[src/rtl/seg7_pkg.sv]
// seg7_pkg: shared 7-segment patterns (active-low {g,f,e,d,c,b,a}), invalid BCD code and scan-decoder states
package seg7_pkg;
  localparam logic [6:0] SEG_0     = 7'b1000000;
  localparam logic [6:0] SEG_1     = 7'b1111001;
  localparam logic [6:0] SEG_2     = 7'b0100100;
  localparam logic [6:0] SEG_3     = 7'b0110000;
  localparam logic [6:0] SEG_4     = 7'b0011001;
  localparam logic [6:0] SEG_5     = 7'b0010010;
  localparam logic [6:0] SEG_6     = 7'b0000010;
  localparam logic [6:0] SEG_7     = 7'b1111000;
  localparam logic [6:0] SEG_8     = 7'b0000000;
  localparam logic [6:0] SEG_9     = 7'b0010000;
  localparam logic [6:0] SEG_BLANK = 7'b1111111;
  localparam logic [3:0] BCD_INVALID = 4'hF;
  typedef enum logic {SYNC, COLLECT} state_t;
endpackage

[src/rtl/seg7_to_bcd.sv]
// seg7_to_bcd: inverse segment table; seg[6:0] active-low pattern in, bcd[3:0] and err (unknown pattern, incl. blank) out
module seg7_to_bcd
  import seg7_pkg::*;
(
  input  logic [6:0] seg,
  output logic [3:0] bcd,
  output logic       err
);
  always_comb begin
    bcd = BCD_INVALID;
    err = 1'b0;
    case (seg)
      SEG_0:   bcd = 4'd0;
      SEG_1:   bcd = 4'd1;
      SEG_2:   bcd = 4'd2;
      SEG_3:   bcd = 4'd3;
      SEG_4:   bcd = 4'd4;
      SEG_5:   bcd = 4'd5;
      SEG_6:   bcd = 4'd6;
      SEG_7:   bcd = 4'd7;
      SEG_8:   bcd = 4'd8;
      SEG_9:   bcd = 4'd9;
      default: err = 1'b1;
    endcase
  end
endmodule

[src/rtl/seg7_scan_decoder.sv]
// seg7_scan_decoder: snoops a multiplexed 7-segment bus and publishes coherent decoded frames.
// Ports: clk, rst_n (async active-low); seg[6:0] active-low segments, an[NUM_DIGITS-1:0] active-low enables (both async);
// bcd_out (digit i at [4i+3:4i]), digit_err per digit, frame_valid pulse, frame_err with frame_valid, sync_err pulse.
module seg7_scan_decoder
  import seg7_pkg::*;
#(
  parameter int NUM_DIGITS    = 4,
  parameter int STABLE_CYCLES = 4
) (
  input  logic                    clk,
  input  logic                    rst_n,
  input  logic [6:0]              seg,
  input  logic [NUM_DIGITS-1:0]   an,
  output logic [4*NUM_DIGITS-1:0] bcd_out,
  output logic [NUM_DIGITS-1:0]   digit_err,
  output logic                    frame_valid,
  output logic                    frame_err,
  output logic                    sync_err
);
  localparam int IW = $clog2(NUM_DIGITS);
  localparam int SW = NUM_DIGITS + 7;
  logic [SW-1:0] s1, s2, smp;
  logic [3:0] cnt, dec_bcd;
  logic [NUM_DIGITS-1:0] en, sh_err;
  logic [4*NUM_DIGITS-1:0] sh_bcd;
  logic [IW-1:0] idx, expected, exp_d, prv;
  state_t state, state_d;
  logic captured, change, cap, one_hot, multi, dec_err, wr, pub, pub_d, serr_d;
  seg7_to_bcd u_dec (.seg(smp[6:0]), .bcd(dec_bcd), .err(dec_err));
  assign en      = ~smp[SW-1:7];
  assign change  = s2 != smp;
  assign cap     = cnt == 4'(STABLE_CYCLES - 1) && !captured;
  assign one_hot = |en && (en & (en - NUM_DIGITS'(1))) == '0;
  assign multi   = |en && !one_hot;
  // digit index that expected-1 refers to, wrapping after a completed frame
  assign prv     = expected == '0 ? IW'(NUM_DIGITS - 1) : expected - IW'(1);
  always_comb begin
    idx = '0;
    for (int i = 0; i < NUM_DIGITS; i++) if (en[i]) idx = IW'(i);
  end
  always_comb begin
    state_d = state;
    exp_d   = expected;
    wr      = 1'b0;
    pub_d   = 1'b0;
    serr_d  = 1'b0;
    if (cap && multi) begin
      serr_d  = state == COLLECT;
      state_d = SYNC;
    end else if (cap && one_hot) begin
      if (state == SYNC) begin
        if (idx == '0) begin
          wr      = 1'b1;
          exp_d   = IW'(1);
          state_d = COLLECT;
        end
      end else if (idx == expected) begin
        wr    = 1'b1;
        pub_d = idx == IW'(NUM_DIGITS - 1);
        exp_d = pub_d ? '0 : expected + IW'(1);
      end else if (idx != prv) begin
        serr_d  = 1'b1;
        wr      = idx == '0;
        exp_d   = wr ? IW'(1) : expected;
        state_d = wr ? COLLECT : SYNC;
      end
    end
  end
  always_ff @(posedge clk or negedge rst_n) begin
    if (!rst_n) begin
      s1          <= '1;
      s2          <= '1;
      smp         <= '1;
      cnt         <= '0;
      captured    <= 1'b0;
      state       <= SYNC;
      expected    <= '0;
      sh_bcd      <= '0;
      sh_err      <= '0;
      pub         <= 1'b0;
      bcd_out     <= '0;
      digit_err   <= '0;
      frame_valid <= 1'b0;
      frame_err   <= 1'b0;
      sync_err    <= 1'b0;
    end else begin
      s1          <= {an, seg};
      s2          <= s1;
      smp         <= s2;
      cnt         <= change ? '0 : (cnt == 4'hF ? cnt : cnt + 4'd1);
      captured    <= !change && (captured || cap);
      state       <= state_d;
      expected    <= exp_d;
      if (wr) begin
        sh_bcd[idx*4 +: 4] <= dec_bcd;
        sh_err[idx]        <= dec_err;
      end
      pub         <= pub_d;
      frame_valid <= pub;
      frame_err   <= pub && |sh_err;
      if (pub) begin
        bcd_out   <= sh_bcd;
        digit_err <= sh_err;
      end
      sync_err    <= serr_d;
    end
  end
endmodule

[config.mk]
export PLATFORM = sky130hd
export DESIGN_NAME = seg7_scan_decoder
export DESIGN_NICKNAME = d
export VERILOG_FILES = /design/src/rtl/seg7_pkg.sv /design/src/rtl/seg7_to_bcd.sv /design/src/rtl/seg7_scan_decoder.sv
export SDC_FILE = /design/constraint.sdc
export NUM_CORES = 1
export LEC_CHECK = 0
export ABC_AREA = 0
export CAP_MARGIN = 30
export CORE_MARGIN = 1.5
export CORE_UTILIZATION = 60
export CTS_CLUSTER_SIZE = 20
export DETAILED_ROUTE_END_ITERATION = 7
export DONT_BUFFER_PORTS = 1
export PLACE_DENSITY = 0.78
export SKIP_LAST_GASP = 1
export SYNTH_ARGS = -nofsm -noshare
export SYNTH_HDL_FRONTEND = slang
export SYNTH_HIERARCHICAL = 1
export SYNTH_SLANG_ARGS = --single-unit
[constraint.sdc]
create_clock -name clk -period 4.05 [get_ports clk]
set_input_delay 0.6075 -clock clk [delete_from_list [all_inputs] [get_ports clk]]
set_output_delay 0.6075 -clock clk [all_outputs]
set_load 0.02 [all_outputs]
Yosys cells after proc, flatten, opt, wreduce, memory -nomap -nowiden

Cells that the tools add are included.

Flip-flop bits (word level): 85
Input port bits: 13
Logic and storage cells: 102

$add $sub $neg: 5
Magnitude comparators: 2
Equal/unequal tests: 17
Shifts and indexed selects: 2
Mux-type cells: 37
Bitwise gates (word level): 3
Reductions and logical operators: 21

Operator list:

| kind                    | number |
|---|---|
| $pmux 4 s10             | 1 |
| $neg 4->34              | 1 |
| $shift 4x34->16 const A | 1 |
| $shiftx 4x34->16        | 1 |
| $mux 1                  | 23 |
| $eq 7x5->1 const B      | 3 |
| $eq 7x7->1 const B      | 3 |
| $bwmux 16               | 1 |
| $mux 2                  | 8 |
| $eq 7x6->1 const B      | 2 |
| $ne 11x11->1            | 1 |
| $reduce_or 10->1        | 1 |
| $logic_and 1x1->1       | 8 |
| $mux 4                  | 2 |
| $reduce_or 4->1         | 2 |
| $eq 7x2->1 const B      | 1 |
| $logic_not 7->1         | 1 |
| $add 4x1->4 const B     | 1 |
| $and 4x4->4             | 1 |
| $bwmux 4                | 1 |
| $eq 4x2->1 const B      | 1 |
| $eq 4x4->1 const B      | 1 |
| $logic_not 2->1         | 2 |
| $logic_not 4->1         | 1 |
| 17 further kinds        | 19 |

Logic depth before layout (Yosys ltp)

Gate-level depths: netlist (run 1).

Depth after elaboration: 11
Mapped depth: 9
Mapped depth without buffers: 8

Modules after synthesis

The synthesis (run 1) kept the hierarchy.

Modules (own cells, without submodules):

| module            | times used | cells each | area an instance (sq um) | sequential area each (sq um) |
|---|---|---|---|---|
| seg7_scan_decoder | 1          | 273        | 3558.4                   | 2168.3 |
| seg7_to_bcd       | 1          | 29         | 196.4                    | 0.0 |

Worst setup path after synthesis (run 1)

Ideal clock, no wire load.

Kind: register to register
Start point: register expected[0]
End point: register sh_bcd[10]
Setup time: 0.135 ns
Arrival: 1.905 ns
Data required time: 3.915 ns
Setup slack: 2.009 ns
Cell stages (with the launch flop): 8
Clock period less this slack: 2.041 ns
Cells stage by stage: dfrtp_1 -> inv_1 -> ha_1 -> and4_2 -> a211o_2 -> clkbuf_1 -> o311ai_0 -> o21ai_1

Word-level cells in the longest chain between the ends: 8
Elaborated cells between the ends (all ways): 10

RTL lines:

| element                                        | line                    | source |
|---|---|---|
| start, declared                                | seg7_scan_decoder.sv:26 | `logic [IW-1:0] idx, expected, exp_d, prv;` |
| start signal, assigned                         | seg7_scan_decoder.sv:93 | `expected <= exp_d;` |
| $sub 2x1->2 or $logic_not 2->1 (tied branches) | seg7_scan_decoder.sv:36 | `assign prv = expected == '0 ? IW'(NUM_DIGITS - 1) : expected - IW'(1);` |
| $mux 2                                         | seg7_scan_decoder.sv:36 |  |
| $ne 2x2->1                                     | seg7_scan_decoder.sv:61 | `end else if (idx != prv) begin` |
| $mux 1                                         | seg7_scan_decoder.sv:61 |  |
| $mux 1 (*)                                     | seg7_scan_decoder.sv:57 | `end else if (idx == expected) begin` |
| $mux 1 (*)                                     | seg7_scan_decoder.sv:51 | `if (state == SYNC) begin` |
| $mux 1 (*)                                     | seg7_scan_decoder.sv:50 | `end else if (cap && one_hot) begin` |
| $mux 1 (*)                                     | seg7_scan_decoder.sv:47 | `if (cap && multi) begin` |
| end signal, assigned                           | seg7_scan_decoder.sv:78 | `sh_bcd <= '0;` |
| end signal, assigned by index                  | seg7_scan_decoder.sv:95 | `sh_bcd[idx*4 +: 4] <= dec_bcd;` |
| end, declared                                  | seg7_scan_decoder.sv:25 | `logic [4*NUM_DIGITS-1:0] sh_bcd;` |

Mark *: on every way between the ends. The rest lies on a longest branch, timed or not.
A chain may end at the register's enable or synchronous reset.

Final worst setup path (run 1)

Start point: register smp[10]
End point: register sh_bcd[4]

Word-level cells in the longest chain between the ends: 9
Elaborated cells between the ends (all ways): 24

RTL lines:

| element                | line                    | source |
|---|---|---|
| start, declared        | seg7_scan_decoder.sv:22 | `logic [SW-1:0] s1, s2, smp;` |
| start signal, assigned | seg7_scan_decoder.sv:73 | `smp <= '1;` |
| start signal, assigned | seg7_scan_decoder.sv:89 | `smp <= s2;` |
| $not 4->4 (*)          | seg7_scan_decoder.sv:30 | `assign en = ~smp[SW-1:7];` |
| $sub 4x1->4            | seg7_scan_decoder.sv:33 | `assign one_hot = \|en && (en & (en - NUM_DIGITS'(1))) == '0;` |
| $and 4x4->4            | seg7_scan_decoder.sv:33 |  |
| $logic_not 4->1        | seg7_scan_decoder.sv:33 |  |
| $logic_and 1x1->1      | seg7_scan_decoder.sv:33 |  |
| $logic_not 1->1        | seg7_scan_decoder.sv:34 | `assign multi = \|en && !one_hot;` |
| $logic_and 1x1->1      | seg7_scan_decoder.sv:34 |  |
| $logic_and 1x1->1      | seg7_scan_decoder.sv:47 |  |
| $mux 1                 | seg7_scan_decoder.sv:47 |  |

Marked as above.

==> metrics, run 1 <==
IO Port Bufs 0; antenna diode instance count 0; overall die width 82.1 um; starting density of the core 62.7%; total wirelength of the detailed-routed design ~6400 um; CTS tree built; Power Density roughly 440 mW/mm2; total iterations of the first detailed-routing run 4; max-slew violation count 0; drt drc 0; CP Data Required Time 4.25 ns; CP endpoint kind register; top cell types by occurrence after synthesis sky130_fd_sc_hd__dfrtp_1, sky130_fd_sc_hd__dfstp_2, sky130_fd_sc_hd__mux2_2, sky130_fd_sc_hd__nand3_1, sky130_fd_sc_hd__o311ai_0; number of distinct library cell variants in the gate-level netlist after synthesis 59; Clock Latency Late Sink 0.35 ns; final setup violation count 0; Filler Cell Count 428; count of flip-flops with a built-in enable after synthesis 0; top flip-flop cell by instance count after synthesis sky130_fd_sc_hd__dfrtp_1; maximum number of pins on one net before global-route repair 53; number of clock buffers inserted by TritonCTS 9; portion of synthesized cell area occupied by the leading cell type 34.7%; minimum period implied by the final worst setup slack 2.65 ns; detailed placement HPWL 4290 um; setup repair after global routing missed its margin no; Synth Register Bits 85; Post-Route Hold Slack 0.0973 ns; leakage power summed over all cells between 1.5 and 2 nW; VDD IR-drop max 340 uV; final net count between 300 and 400; final weighted congestion of routability-driven global placement 0.864; Maximum Capacitance Violations 0; first-pass GRT wire length 11000 um; Sink Count 85; cell types occupying the most area after synthesis sky130_fd_sc_hd__dfrtp_1, sky130_fd_sc_hd__dfstp_2, sky130_fd_sc_hd__mux2_2; Area Overhead vs Synth 8.86%; largest fanout of any net on the critical path 20; Floorplan Core Area 0.00599 mm2; transition time at the pin with the least slew margin 0.807 ns; launching element type of the critical path register; portion of the post-synthesis area used by sequential elements about 58%; PostCTS Resize Cnt 0; H-tree depth reported by CTS 3; relative slew slack 46.2%; Final Cycle Share 65.5%; Gate Count Post-Synth 302; via count of the routed design approximately 2400; total gr overflow 0; CTS clk-pin slew, worst paths 0.08 ns; Routed wire per std cell between 15 and 20 um; FMAX between 0.3 and 0.4 GHz; Site Rows 28; CP Data Arrival Time 2.86 ns; accumulated negative setup slack 0 ns; utilization after layout 68.2%; result of the run finished, final reports clean; all-layer global routing usage 22.1%; yosys warns 6; Syn Area/Cell 12.4 um2; number of antenna violations at the first check in global routing 0; First DRT Iteration DRCs about 150; Final Hold Fails 0; cell with the most instances after synthesis sky130_fd_sc_hd__dfrtp_1; largest area contributor in the netlist sky130_fd_sc_hd__dfrtp_1; class of the most critical setup path register to register; boundary pin count 36; routed via count divided by cell count 6.21; Final ANT Viol Nets 0; Async S/R FF share, synth 100%; final critical-path setup slack 1.40 ns; total nets after synthesis 322; min-delay worst type primary input to async pin; maximum clock skew at final layout 0.00979 ns; clock root buffer sky130_fd_sc_hd__clkbuf_8; Die Y 82.1 um; total die area 0.00674 mm2; via count of the first global-routing pass ~2400; layout cell share with drive strength beyond 1 28.9%; Placement Setup Slack between 1 and 1.5 ns; Post-Syn Area 0.00375 mm2; buffer depth of the longest clock path 2
[placed cells by master (no fill, tap or decap), types with 2 or more instances in the layout]
master / n
sky130_fd_sc_hd__a211o_2: 2
sky130_fd_sc_hd__a211oi_1: 3
sky130_fd_sc_hd__a21oi_1: 6
sky130_fd_sc_hd__and3_1: 2
sky130_fd_sc_hd__and4_2: 2
sky130_fd_sc_hd__bufinv_16: 5
sky130_fd_sc_hd__clkbuf_8: 9
sky130_fd_sc_hd__dfrtp_1: 52
sky130_fd_sc_hd__dfstp_2: 33
sky130_fd_sc_hd__ha_1: 7
sky130_fd_sc_hd__inv_1: 12
sky130_fd_sc_hd__mux2_2: 21
sky130_fd_sc_hd__mux2i_1: 2
sky130_fd_sc_hd__nand2_1: 10
sky130_fd_sc_hd__nand2_2: 2
sky130_fd_sc_hd__nand2b_1: 2
sky130_fd_sc_hd__nand3_1: 19
sky130_fd_sc_hd__nand3b_1: 4
sky130_fd_sc_hd__nand4b_1: 5
sky130_fd_sc_hd__nor2_1: 12
sky130_fd_sc_hd__nor3_1: 6
sky130_fd_sc_hd__nor4_1: 2
sky130_fd_sc_hd__o21a_1: 2
sky130_fd_sc_hd__o21ai_0: 8
sky130_fd_sc_hd__o21ai_1: 13
sky130_fd_sc_hd__o311ai_0: 19
sky130_fd_sc_hd__xnor2_1: 4
sky130_fd_sc_hd__xor2_1: 12
[cell families after synthesis]
| family | after synthesis | synth area share, % |
|---|---|---|
| mux | 23 | 6.83 |
| compound gates | 67 | 13.3 |
| xor+xnor | 16 | 3.73 |
| fa+ha+maj | 8 | 2.63 |
| simple gates | 79 | 12.5 |
| flops | 85 | 57.7 |
| buf+inv | 24 | 3.27 |
[path summary, 6_finish.rpt]
path                            depth (start not counted)  slack [ns]     endpoint  startpoint
worst max register to register                          6        1.40    sh_bcd[4]     smp[10]
worst min register to register                          0        0.36        s2[6]       s1[6]
min in group clk                                        0        0.25        s1[4]      seg[4]
max in group asynchronous                               1        3.72     captured       rst_n
worst min-delay path                                    1         0.1  bcd_out[15]       rst_n
worst max-delay path                                    6        1.40    sh_bcd[4]     smp[10]
[sequential cells by signal (all words and copies together) (netlist names)]
signal,cells
expected,2
sh_bcd,16
bcd_out,16
cnt,4
state,1
digit_err,4
pub,1
s2,11
frame_valid,1
captured,1
sync_err,1
sh_err,4
smp,11
s1,11
frame_err,1
[layout make-up]
cell class              instances  area (um2)  share of cell area (%)
flip-flops and latches         85        2170                    53.0
multi-input cells             193        1460                    35.8
clock inverters                 7         161                    3.95
clock buffers                   9         124                    3.03
well taps                      75        93.8                    2.30
inverters                      13        48.8                    1.19
repair buffers                  1        27.5                   0.673
[critical path, cell delays in order (launching register included)]
cell,delay (ns)
sky130_fd_sc_hd__dfstp_2,0.67
sky130_fd_sc_hd__nand2_2,0.13
sky130_fd_sc_hd__inv_2,0.12
sky130_fd_sc_hd__a22o_1,0.34
sky130_fd_sc_hd__nand3_1,0.54
sky130_fd_sc_hd__o311ai_0,0.54
sky130_fd_sc_hd__o21ai_0,0.17
[metrics by stage]
step                total power [mW]  cell area [um2]  cells
floorplan                      0.956             3750    302
global placement               0.964             3770    366
detailed placement             0.967             3770    366
CTS                             1.80             4090    383
global route                    1.84             4090    383
finish                          1.78             4090    383
[report_power, final]
| group | internal, mW | switching, mW |
|---|---|---|
| clock network | 0.532 | 0.288 |
| logic | 0.0242 | 0.0426 |
| registers | 0.879 | 0.0182 |
| total | 1.44 | 0.349 |
[per-layer routing]
metal	global-route usage (%)	part of all wire, %
met4	10.8	2.5
met1	27.8	44
met2	36.7	50
met5	0	0
met3	3.96	3.1
[repair_timing]
action	CTS	global route
hold endpoints to repair	52	0
hold buffers	1	0
setup buffers	0	0
Power figures use the tool's default switching activity.
==> run 2: changes to the inputs <==
Settings changed: CORE_UTILIZATION 60 to 57, PLACE_DENSITY 0.78 to 0.77.
Clock period 4.05 ns to 2.3 ns, I/O delays scaled along.
==> run 2 against run 1 <==
Net effect:
- register-to-register slack got worse by 1.3 ns
- clock skew rose by 0.00098 ns
- sequential share of layout area fell by 1.7 points
- count of clock-buffer cells in the layout did not move
==> metrics, run 2 (same netlist as run 1, synthesis figures left out) <==
Site Rows 29 (was 28); number of clock buffers inserted by TritonCTS 9 (unchanged); leading registers by flop count bcd_out x16, sh_bcd x16 (unchanged); clock root buffer sky130_fd_sc_hd__clkbuf_8 (unchanged); class of the most critical setup path register to register (unchanged); launching element type of the critical path register (unchanged); most common cell after layout, fill and taps aside sky130_fd_sc_hd__dfrtp_1 (unchanged); combinational share of power 5.2% (was 3.7%); count of buffering cells on the critical path with inverters included 1 (unchanged); relative slew slack 43.8% (was 46.2%); result of the run finished, final reports clean (unchanged); via count of the first global-routing pass 2420 (was 2353); Int Pwr 2.22 mW (was 1.44 mW); total wirelength of the detailed-routed design 6590 um (was 6380 um); Final ANT Viol Nets 0 (unchanged); starting density of the core 59.1% (was 62.7%); maximum clock skew at final layout 0.0108 ns (was 0.00979 ns); First DRT Iteration DRCs 171 (was 153); minimum period implied by the final worst setup slack 2.17 ns (was 2.65 ns); FMAX 0.461 GHz (was 0.377 GHz); maximum number of pins on one net before global-route repair 86 (was 53); Routed wire per std cell 16.4 um (was 16.7 um); switching fraction of total power 22.7% (was 19.6%); Area Overhead vs Synth 12.4% (was 8.86%); final setup violation count 0 (unchanged); total gr overflow 0 (unchanged); CP endpoint kind register (unchanged); total die area 0.00708 mm2 (was 0.00674 mm2); fraction of power consumed by the clock network 39.8% (was 46.0%); CP max stage cell sky130_fd_sc_hd__dfrtp_1 (was sky130_fd_sc_hd__dfstp_2); Flop pwr share 55.0% (was 50.3%); largest fanout of any net on the critical path 6 (was 20); IO Port Bufs 0 (unchanged); Maximum Capacitance Violations 0 (unchanged); overall die width 84.2 um (was 82.1 um); transition time at the pin with the least slew margin 0.844 ns (was 0.807 ns); Floorplan Core Area 0.00635 mm2 (was 0.00599 mm2); VDD IR-drop max 529 uV (was 340 uV); detailed placement HPWL 4470 um (was 4290 um); Filler Cell Count 460 (was 428); Sink Count 85 (unchanged); final weighted congestion of routability-driven global placement 0.895 (was 0.864); max-slew violation count 0 (unchanged); Final Cycle Share 94.3% (was 65.5%); Largest delay share family, worst path flip-flops (was compound AO/OA/AOI/OAI gates); total iterations of the first detailed-routing run 4 (unchanged); Die Y 84.2 um (was 82.1 um); first-pass GRT wire length 11500 um (was 11000 um); boundary pin count 36 (unchanged); delay of the slowest critical-path stage 0.44 ns (was 0.67 ns); antenna diode instance count 0 (unchanged); switching power summed over all nets 653 uW (was 349 uW); cells traversed along the worst timing path inv_1 > ha_2 > nor4b_2 > a211oi_2 > o21ai_0 > mux2_2 (was nand2_2 > inv_2 > a22o_1 > nand3_1 > o311ai_0 > o21ai_0); Power Density 681 mW/mm2 (was 437 mW/mm2); min-delay worst type register to register (was primary input to async pin); layout cell share with drive strength beyond 1 31.1% (was 28.9%); most used cells in the layout excluding fill and tap cells sky130_fd_sc_hd__dfrtp_1, sky130_fd_sc_hd__dfstp_2, sky130_fd_sc_hd__mux2_2 (unchanged); CP Data Required Time 2.56 ns (was 4.25 ns); accumulated negative setup slack 0 ns (unchanged); all-layer global routing usage 20.3% (was 22.1%); H-tree depth reported by CTS 3 (unchanged); setup repair after global routing missed its margin yes (was no); final net count 340 (was 323); CP Data Arrival Time 2.43 ns (was 2.86 ns); post-layout total power 2.87 mW (was 1.78 mW); Clock Latency Late Sink 0.36 ns (was 0.35 ns); number of antenna violations at the first check in global routing 0 (unchanged); leakage power summed over all cells 1.80 nW (was 1.76 nW); buffer depth of the longest clock path 2 (unchanged); CTS tree built (unchanged); Final Hold Fails 0 (unchanged); drt drc 0 (unchanged); via count of the routed design 2419 (was 2379); CTS clk-pin slew, worst paths 0.09 ns (was 0.08 ns); routed via count divided by cell count 6.02 (was 6.21)
run 2: per-stage QoR:
| stage | setup WS (ns) | area [um2] | instances | util, % | hold WS [ns] |
|---|---|---|---|---|---|
| 2_1_floorplan | 0.259 | 3750 | 302 | - | 0.0494 |
| 3_3_place_gp | 0.160 | 3810 | 372 | 60.0 | 0.0509 |
| 3_5_place_dp | 0.0933 | 3810 | 372 | 60.0 | 0.0510 |
| 4_1_cts | 0.0644 | 4180 | 401 | 65.8 | 0.360 |
| 5_1_grt | -0.0438 | 4220 | 402 | 66.4 | 0.363 |
| 6_report | 0.130 | 4220 | 402 | 66.4 | 0.358 |
run 2: worst paths after layout:
check                              end  cells past startpoint   startpoint  slack, ns
hold reg to reg                  s2[9]                      0        s1[9]       0.36
setup reg to reg             sh_err[0]                      6  expected[0]       0.13
min in group asynchronous  bcd_out[14]                      2        rst_n       0.55
setup / recovery             sh_err[0]                      6  expected[0]       0.13
max in group asynchronous        s1[7]                      2        rst_n       1.38
hold / removal                   s2[9]                      0        s1[9]       0.36
run 2: power groups by stage:
stage / registers, mW / clock network [mW] / logic, mW
2_1_floorplan: 1.59 / 0 / 0.0896
3_3_place_gp: 1.61 / 0 / 0.0961
3_5_place_dp: 1.61 / 0 / 0.0993
4_1_cts: 1.58 / 1.18 / 0.150
5_1_grt: 1.59 / 1.22 / 0.171
6_report: 1.58 / 1.14 / 0.150
run 2: layout make-up:
cell class	instances	area (um2)	area share [%]
Sequential cell	85	2170	51.4
Multi-Input combinational cell	194	1510	35.7
Timing Repair Buffer	17	178	4.21
Clock buffer	9	124	2.94
Clock inverter	7	97.6	2.31
Tap cell	77	96.3	2.28
Inverter	13	48.8	1.16
run 2: what timing repair did:
action,4_1_cts,5_1_grt
hold endpoints to repair,96,0
buffers inserted,0,0
gates resized for setup,0,13
hold buffers,13,0
setup endpoints to repair,0,21
run 2: routing by layer:
layer	track usage [%]	vias to the layer above	routed length (um)
li1	-	1154	-
met1	25.5	1184	2900
met2	33.8	68	3250
met3	3.54	13	262
met4	10.4	0	170
met5	0	-	0
